===== src/rtl/multiplexeur_rr_stream.sv =====
// multiplexeur_rr_stream: N-channel valid/ready stream mux with round-robin or
// fixed-priority arbitration, forced-select override and a one-entry output register.
module multiplexeur_rr_stream #(
  parameter int WIDTH = 8,
  parameter int CHANNELS = 2,
  parameter int MODE = 0,
  localparam int SELW = (CHANNELS > 2) ? $clog2(CHANNELS) : 1
) (
  input  logic                      clk,
  input  logic                      rst_n,
  input  logic [CHANNELS-1:0]       in_valid,
  input  logic [CHANNELS*WIDTH-1:0] in_data,
  output logic [CHANNELS-1:0]       in_ready,
  input  logic                      force_en,
  input  logic [SELW-1:0]           force_sel,
  output logic                      out_valid,
  output logic [WIDTH-1:0]          out_data,
  output logic [SELW-1:0]           out_sel,
  input  logic                      out_ready
);
  logic [CHANNELS-1:0] w_req;
  logic [SELW-1:0]     w_gnt, w_idx;
  logic                w_found, w_load_ok, w_xfer;
  logic                r_valid;
  logic [WIDTH-1:0]    r_data;
  logic [SELW-1:0]     r_sel, r_last;
  // An out-of-range force_sel matches no channel, so nothing is requested.
  always_comb begin
    w_req = '0;
    for (int i = 0; i < CHANNELS; i++)
      w_req[i] = in_valid[i] && (!force_en || 32'(force_sel) == i);
  end
  // Scan from the farthest candidate to the nearest so the nearest match wins.
  always_comb begin
    w_found = 1'b0;
    w_gnt = '0;
    w_idx = '0;
    for (int k = CHANNELS; k >= 1; k--) begin
      w_idx = SELW'(MODE == 1 ? k - 1 : (int'(r_last) + k) % CHANNELS);
      if (w_req[w_idx]) begin
        w_found = 1'b1;
        w_gnt = w_idx;
      end
    end
  end
  assign w_load_ok = rst_n && (!r_valid || out_ready);
  assign w_xfer    = w_found && w_load_ok;
  assign in_ready  = w_xfer ? (CHANNELS'(1) << w_gnt) : '0;
  always_ff @(posedge clk or negedge rst_n) begin
    if (!rst_n) begin
      r_valid <= 1'b0;
      r_data  <= '0;
      r_sel   <= '0;
      r_last  <= SELW'(CHANNELS - 1);
    end else if (w_xfer) begin
      r_valid <= 1'b1;
      r_data  <= in_data[w_gnt*WIDTH +: WIDTH];
      r_sel   <= w_gnt;
      r_last  <= w_gnt;
    end else if (out_ready) begin
      r_valid <= 1'b0;
    end
  end
  assign out_valid = r_valid;
  assign out_data  = r_data;
  assign out_sel   = r_sel;
endmodule

===== config.mk =====
export PLATFORM = sky130hd
export DESIGN_NAME = multiplexeur_rr_stream
export DESIGN_NICKNAME = d
export VERILOG_FILES = /design/src/rtl/multiplexeur_rr_stream.sv
export SDC_FILE = /design/constraint.sdc
export NUM_CORES = 1
export LEC_CHECK = 0
export ABC_AREA = 1
export CORE_MARGIN = 2
export CORE_UTILIZATION = 37
export DETAILED_ROUTE_END_ITERATION = 8
export MAX_ROUTING_LAYER = met4
export PLACE_DENSITY = 0.76
export SLEW_MARGIN = 30
export SYNTH_ARGS = -nofsm -noshare
export SYNTH_HDL_FRONTEND = slang
export SYNTH_SLANG_ARGS = --single-unit

===== constraint.sdc =====
create_clock -name clk -period 1.65 [get_ports clk]
set_clock_uncertainty 0.1 [all_clocks]
set_input_delay 0.33 -clock clk [delete_from_list [all_inputs] [get_ports clk]]
set_output_delay 0.33 -clock clk [all_outputs]
set_load 0.05 [all_outputs]

==> impl_metrics.yaml, run 1 <==
grt:
  grt_pass1_vias: 660
  grt_max_degree: 12
  grt_first_pass_wirelength_mm: 2.92
  antenna_found_initial: 0
  grt_usage_pct: 21.1
  grt.overflow.total: 0
routing:
  vias: 709
  drc_errors: 0
  dr.pass1.iters: 4
  totalWireLength_mm: 1.86
  via_per_inst: 4.66
  wire_per_inst_microns: 12.2
  ant_nets: 0
  drt-initial-drc-count: 11
pwr:
  ir_worst_vdd_mv: 0.770
  p_leak_nw: 0.637
  power_mw: 1.25
  power_density_nw_per_um2: 986
placement:
  dp_hpwl_mm: 1.30
  placed_area_sq_um: 1190
  dp.cells: 141
  gp_congestion: 0.877
  io_buffers: 34
outcome:
  status: "complete, but fails checks"
  failed_checks: "negative setup slack"
clock_network:
  clk_path_buf_depth: 2
  cts-htree-levels: 1
  hold_buffers: 0
  cts_root_buf: "clkbuf_4"
  cts_tree: "done"
  cts.sinks: 11
  insertion_delay_ns: 0.27
  path_clk_slew_ns: 0.07
  numCtsBuffers: 3
sta:
  finalCriticalPeriod_ns: 1.73
  hold_violations: 0
  setup_viol: 2
  worst_pin_slew_ns: 0.188
  maxSlewViolCount: 0
  timing.final.ws_setup_ns: -0.0844
  max_freq_mhz: 577
  min_period_over_period_pct: 105
  rsz0062_at_grt: "yes"
  relSlewSlack_pct: 87.4
finish:
  antenna_cells: 0
  layout_common_cells: "37 x nand2_1, 16 x clkdlybuf4s50_1, 16 x buf_4"
  fin_nets: 159
  multi_input_area_sq_um: 357
  stdcell_area_sq_um: 1270
  fillers: 106
  area_growth_pct: 97.5
  drive_above_1_share_pct: 44.4
  seq_area_sq_um: 278
  final_cell_count_no_fill: 152
  mostFrequentLayoutCell: "nand2_1"
die:
  die_w_microns: 45.7
  num_rows: 15
  die_h_microns: 45.7
  start_util_pct: 38.1
  core-area_sq_um: 1690
  die_area_sq_um: 2090
  io_pins: 35
worst_setup_path:
  worstPathArrival_ns: 1.30
  worstPathMaxFanout: 3
  r2r_cells: 9
  critical_path_class: "register to output port"
  critPathRequiredTime_ns: 1.22
  start_kind: "register"
  end_kind: "output port"
synth:
  seq_area_frac_synth_pct: 42.9
  synth.cell_area_sq_um: 644
  yosys_warnings: 0
  syn_nets: 105
  synth.distinct_cells: 15
  netlist_instances: 82
  syn_avg_cell_area_sq_um: 7.86
  ys_ff_latch: 11
hold_path:
  min_path_type: "primary input to asynchronous set/reset pin"
job:
  maxCapViolCount: 0
-- power breakdown --
part / leakage, nW / internal (mW) / switching (mW)
clock: 0.0150 / 0.0936 / 0.0914
combinational: 0.488 / 0.335 / 0.342
sequential: 0.134 / 0.328 / 0.0640
total: 0.637 / 0.757 / 0.498
-- routing by layer --
| layer | up-vias | GRT usage (%) | part of all wire (%) |
|---|---|---|---|
| met5 | - | - | 0 |
| met4 | 0 | 13.7 | 2.0 |
| li1 | 361 | - | - |
| met1 | 322 | 26.8 | 44 |
| met3 | 4 | 2.38 | 4.0 |
| met2 | 22 | 31.5 | 50 |
-- critical path, stage by stage (launching register included) --
cell,delay [ns]
dfstp_2,0.56
nand3_4,0.09
nand2_4,0.09
buf_4,0.12
nor2_4,0.04
buf_12,0.15
-- worst paths after layout --
path,to,slack (ns),from
setup / recovery,in_ready[1],-0.08,r_last$_DFFE_PN1P_
min in group clk,r_last$_DFFE_PN1P_,0.39,r_last$_DFFE_PN1P_
setup reg to reg,out_data[4]$_DFFE_PN0P_,0.19,r_last$_DFFE_PN1P_
hold / removal,out_data[6]$_DFFE_PN0P_,0.09,rst_n
hold reg to reg,r_last$_DFFE_PN1P_,0.39,r_last$_DFFE_PN1P_
max in group asynchronous,r_last$_DFFE_PN1P_,1.13,rst_n
-- flip-flops by register name (all words and copies together) (netlist names) --
name       count
out_data       8
out_sel        1
out_valid      1
r_last         1
-- metrics by stage --
| stage | hold WS [ns] | util [%] | setup slack (ns) | TNS [ns] |
|---|---|---|---|---|
| final | 0.0921 | 75.3 | -0.0844 | -0.164 |
| after global routing | 0.109 | 75.3 | -0.137 | -0.272 |
| after CTS | 0.0859 | 74.0 | -0.154 | -0.154 |
| after detailed placement | 0.378 | 70.4 | -0.310 | -1.98 |
| after global placement | 0.367 | 70.4 | -0.270 | -1.50 |
| after floorplan | -0.0656 | - | -0.164 | -0.164 |
-- Yosys cell counts (all sizes together) --
library cell / count / area [sq um]
nand2: 49 / 219
dfrtp: 10 / 250
nand3: 9 / 50.1
inv: 5 / 21.3
a21oi: 2 / 32.5
nor2: 2 / 12.5
o21ai: 2 / 17.5
buf: 1 / 11.3
clkinv: 1 / 3.75
dfstp: 1 / 26.3
-- layout make-up --
type | instances | area share (%)
multi-input cells | 64 | 28.0
inverters | 6 | 1.97
flip-flops and latches | 11 | 21.8
well taps | 17 | 1.67
repair buffers | 50 | 44.4
clock buffers | 4 | 2.06
-- repair_timing --
| item | 4_1_cts | 5_1_grt |
|---|---|---|
| endpoints found under the setup margin | 2 | 2 |
| pin swaps | 2 | 3 |
| setup buffers | 4 | 3 |
| gates resized for setup | 9 | 6 |
-- kinds of logic after synthesis --
family,share of synthesized area [%]
and+or+nand+nor,43.7
DFF,42.9
buffers and inverters,5.63
AOI/OAI and AO/OA,7.77
(Power assumes the default switching activity.)
==> run 2: changes to the inputs <==
CTS_CLUSTER_DIAMETER = 60   (was not set)
==> results of run 2 <==
Same layout as run 1: the final DEF is identical, and so are final timing and power.
==> run 3: changes to the inputs <==
CAP_MARGIN = 20   (was not set)
PLACE_DENSITY = 0.77   (was 0.76)
==> impl_metrics.yaml, run 3 (synthesized netlist as in run 1, its figures left out) <==
routing:
  drt-initial-drc-count: 10
  vias: 722
  dr.pass1.iters: 4
  via_per_inst: 4.81
  totalWireLength_mm: 1.82
  drc_errors: 0
  wire_per_inst_microns: 12.1
  ant_nets: 0
outcome:
  status: "complete, but fails checks"
  failed_checks: "negative setup slack"
sta:
  timing.final.ws_setup_ns: -0.111
  maxSlewViolCount: 0
  min_period_over_period_pct: 107
  whs_ns: 0.0805
  setup_viol: 2
  finalCriticalPeriod_ns: 1.76
  worst_pin_slew_ns: 0.203
  relSlewSlack_pct: 86.5
  rsz0062_at_grt: "yes"
  max_freq_mhz: 568
  hold_violations: 0
pwr:
  sequentialPowerShare_pct: 31.2
  p_int_mw: 0.755
  ir_worst_vdd_mv: 0.719
  p_sw_share_pct: 40.4
  pwr-share-clk_pct: 15.8
  combPwrFrac_pct: 53.1
  power_density_nw_per_um2: 997
  p_sw_mw: 0.512
  p_leak_nw: 0.630
worst_setup_path:
  cp_num_buf_inv: 2
  crit_chain: "nand3_4 -> nand2_4 -> inv_4 -> nor2_4 -> buf_12"
  critical_path_class: "register to output port"
  critPathRequiredTime_ns: 1.22
  end_kind: "output port"
  worstPathMaxFanout: 3
  start_kind: "register"
  cp_top_family: "flip-flops"
  crit_slowest_cell: "dfstp_2"
  worstPathArrival_ns: 1.33
  max_stage_delay_ns: 0.57
clock_network:
  numCtsBuffers: 3
  cts-htree-levels: 1
  insertion_delay_ns: 0.28
  cts.sinks: 11
  cts_root_buf: "clkbuf_4"
  path_clk_slew_ns: 0.08
  hold_buffers: 0
  clk_path_buf_depth: 2
  cts_tree: "done"
finish:
  mostFrequentLayoutCell: "nand2_1"
  area_growth_pct: 97.3
  layout_common_cells: "37 x nand2_1, 16 x clkdlybuf4s50_1, 14 x buf_4"
  drive_above_1_share_pct: 41.4
  largest_reg_flops: 8
  fin_nets: 157
  antenna_cells: 0
  final_cell_count_no_fill: 150
placement:
  dp.cells: 141
  place_worst_setup_slack_ns: -0.298
  dp_hpwl_mm: 1.38
  io_buffers: 34
  gp_congestion: 0.849
grt:
  grt_first_pass_wirelength_mm: 2.99
  grt_max_degree: 12
  grt_usage_pct: 21.0
  antenna_found_initial: 0
  grt.overflow.total: 0
  grt_pass1_vias: 720
die:
  die_w_microns: 45.7
  start_util_pct: 38.1
  num_rows: 15
  core-area_sq_um: 1690
  die_h_microns: 45.7
  io_pins: 35
  die_area_sq_um: 2090
hold_path:
  min_path_type: "primary input to asynchronous set/reset pin"
job:
  maxCapViolCount: 0
run 3: changes by cell type in the layout (fill, tap and decap cells not counted), sizes merged:
cell and change:
buf -2, clkdlybuf4s15 +1, dlygate4sd2 +1, clkbuf -2
run 3: routing by layer:
layer  wire, microns  GRT usage, %
met5               0             -
met4              39          13.1
met3              73          4.37
met2             929          33.2
met1             778          24.2
run 3: path summary, 6_finish.rpt:
path | startpoint | to | slack (ns) | depth (start not counted)
worst max-delay path | r_last$_DFFE_PN1P_ | in_ready[0] | -0.11 | 5
worst min-delay path | rst_n | out_sel$_DFFE_PN0P_ | 0.08 | 2
worst max register to register | r_last$_DFFE_PN1P_ | out_data[7]$_DFFE_PN0P_ | 0.25 | 7
worst min register to register | r_last$_DFFE_PN1P_ | r_last$_DFFE_PN1P_ | 0.40 | 2
max in group asynchronous | rst_n | r_last$_DFFE_PN1P_ | 1.15 | 2
min in group clk | r_last$_DFFE_PN1P_ | r_last$_DFFE_PN1P_ | 0.40 | 2
run 3: cell type report:
cell class	instances	area, sq um
sequential	11	278
clock buffer	4	26.3
inverter	6	30.0
fill	110	418
multi-input combinational	64	357
tap	17	21.3
timing repair buffer	48	559
run 3: per-stage QoR:
step	TNS (ns)	total power [mW]	utilization, %	area (sq um)
after detailed placement	-1.92	1.05	70.4	1190
after global placement	-1.52	1.04	70.4	1190
after global routing	-0.209	1.33	75.3	1270
final	-0.137	1.27	75.3	1270
after floorplan	-0.164	0.686	-	651
after CTS	-0.101	1.26	74.1	1250
run 3: timing repair:
| action | 4_1_cts | 5_1_grt |
|---|---|---|
| pin swaps | 4 | 2 |
| gates resized for setup | 9 | 4 |
| endpoints found under the hold margin | 0 | 0 |
| endpoints found under the setup margin | 2 | 2 |
| setup buffers | 4 | 1 |
run 3: power groups by stage:
stage / registers, mW / logic [mW] / clock network [mW]
final: 0.395 / 0.673 / 0.200
after global routing: 0.400 / 0.711 / 0.214
after CTS: 0.392 / 0.668 / 0.197
after detailed placement: 0.399 / 0.648 / 0
after global placement: 0.397 / 0.642 / 0
after floorplan: 0.543 / 0.143 / 0
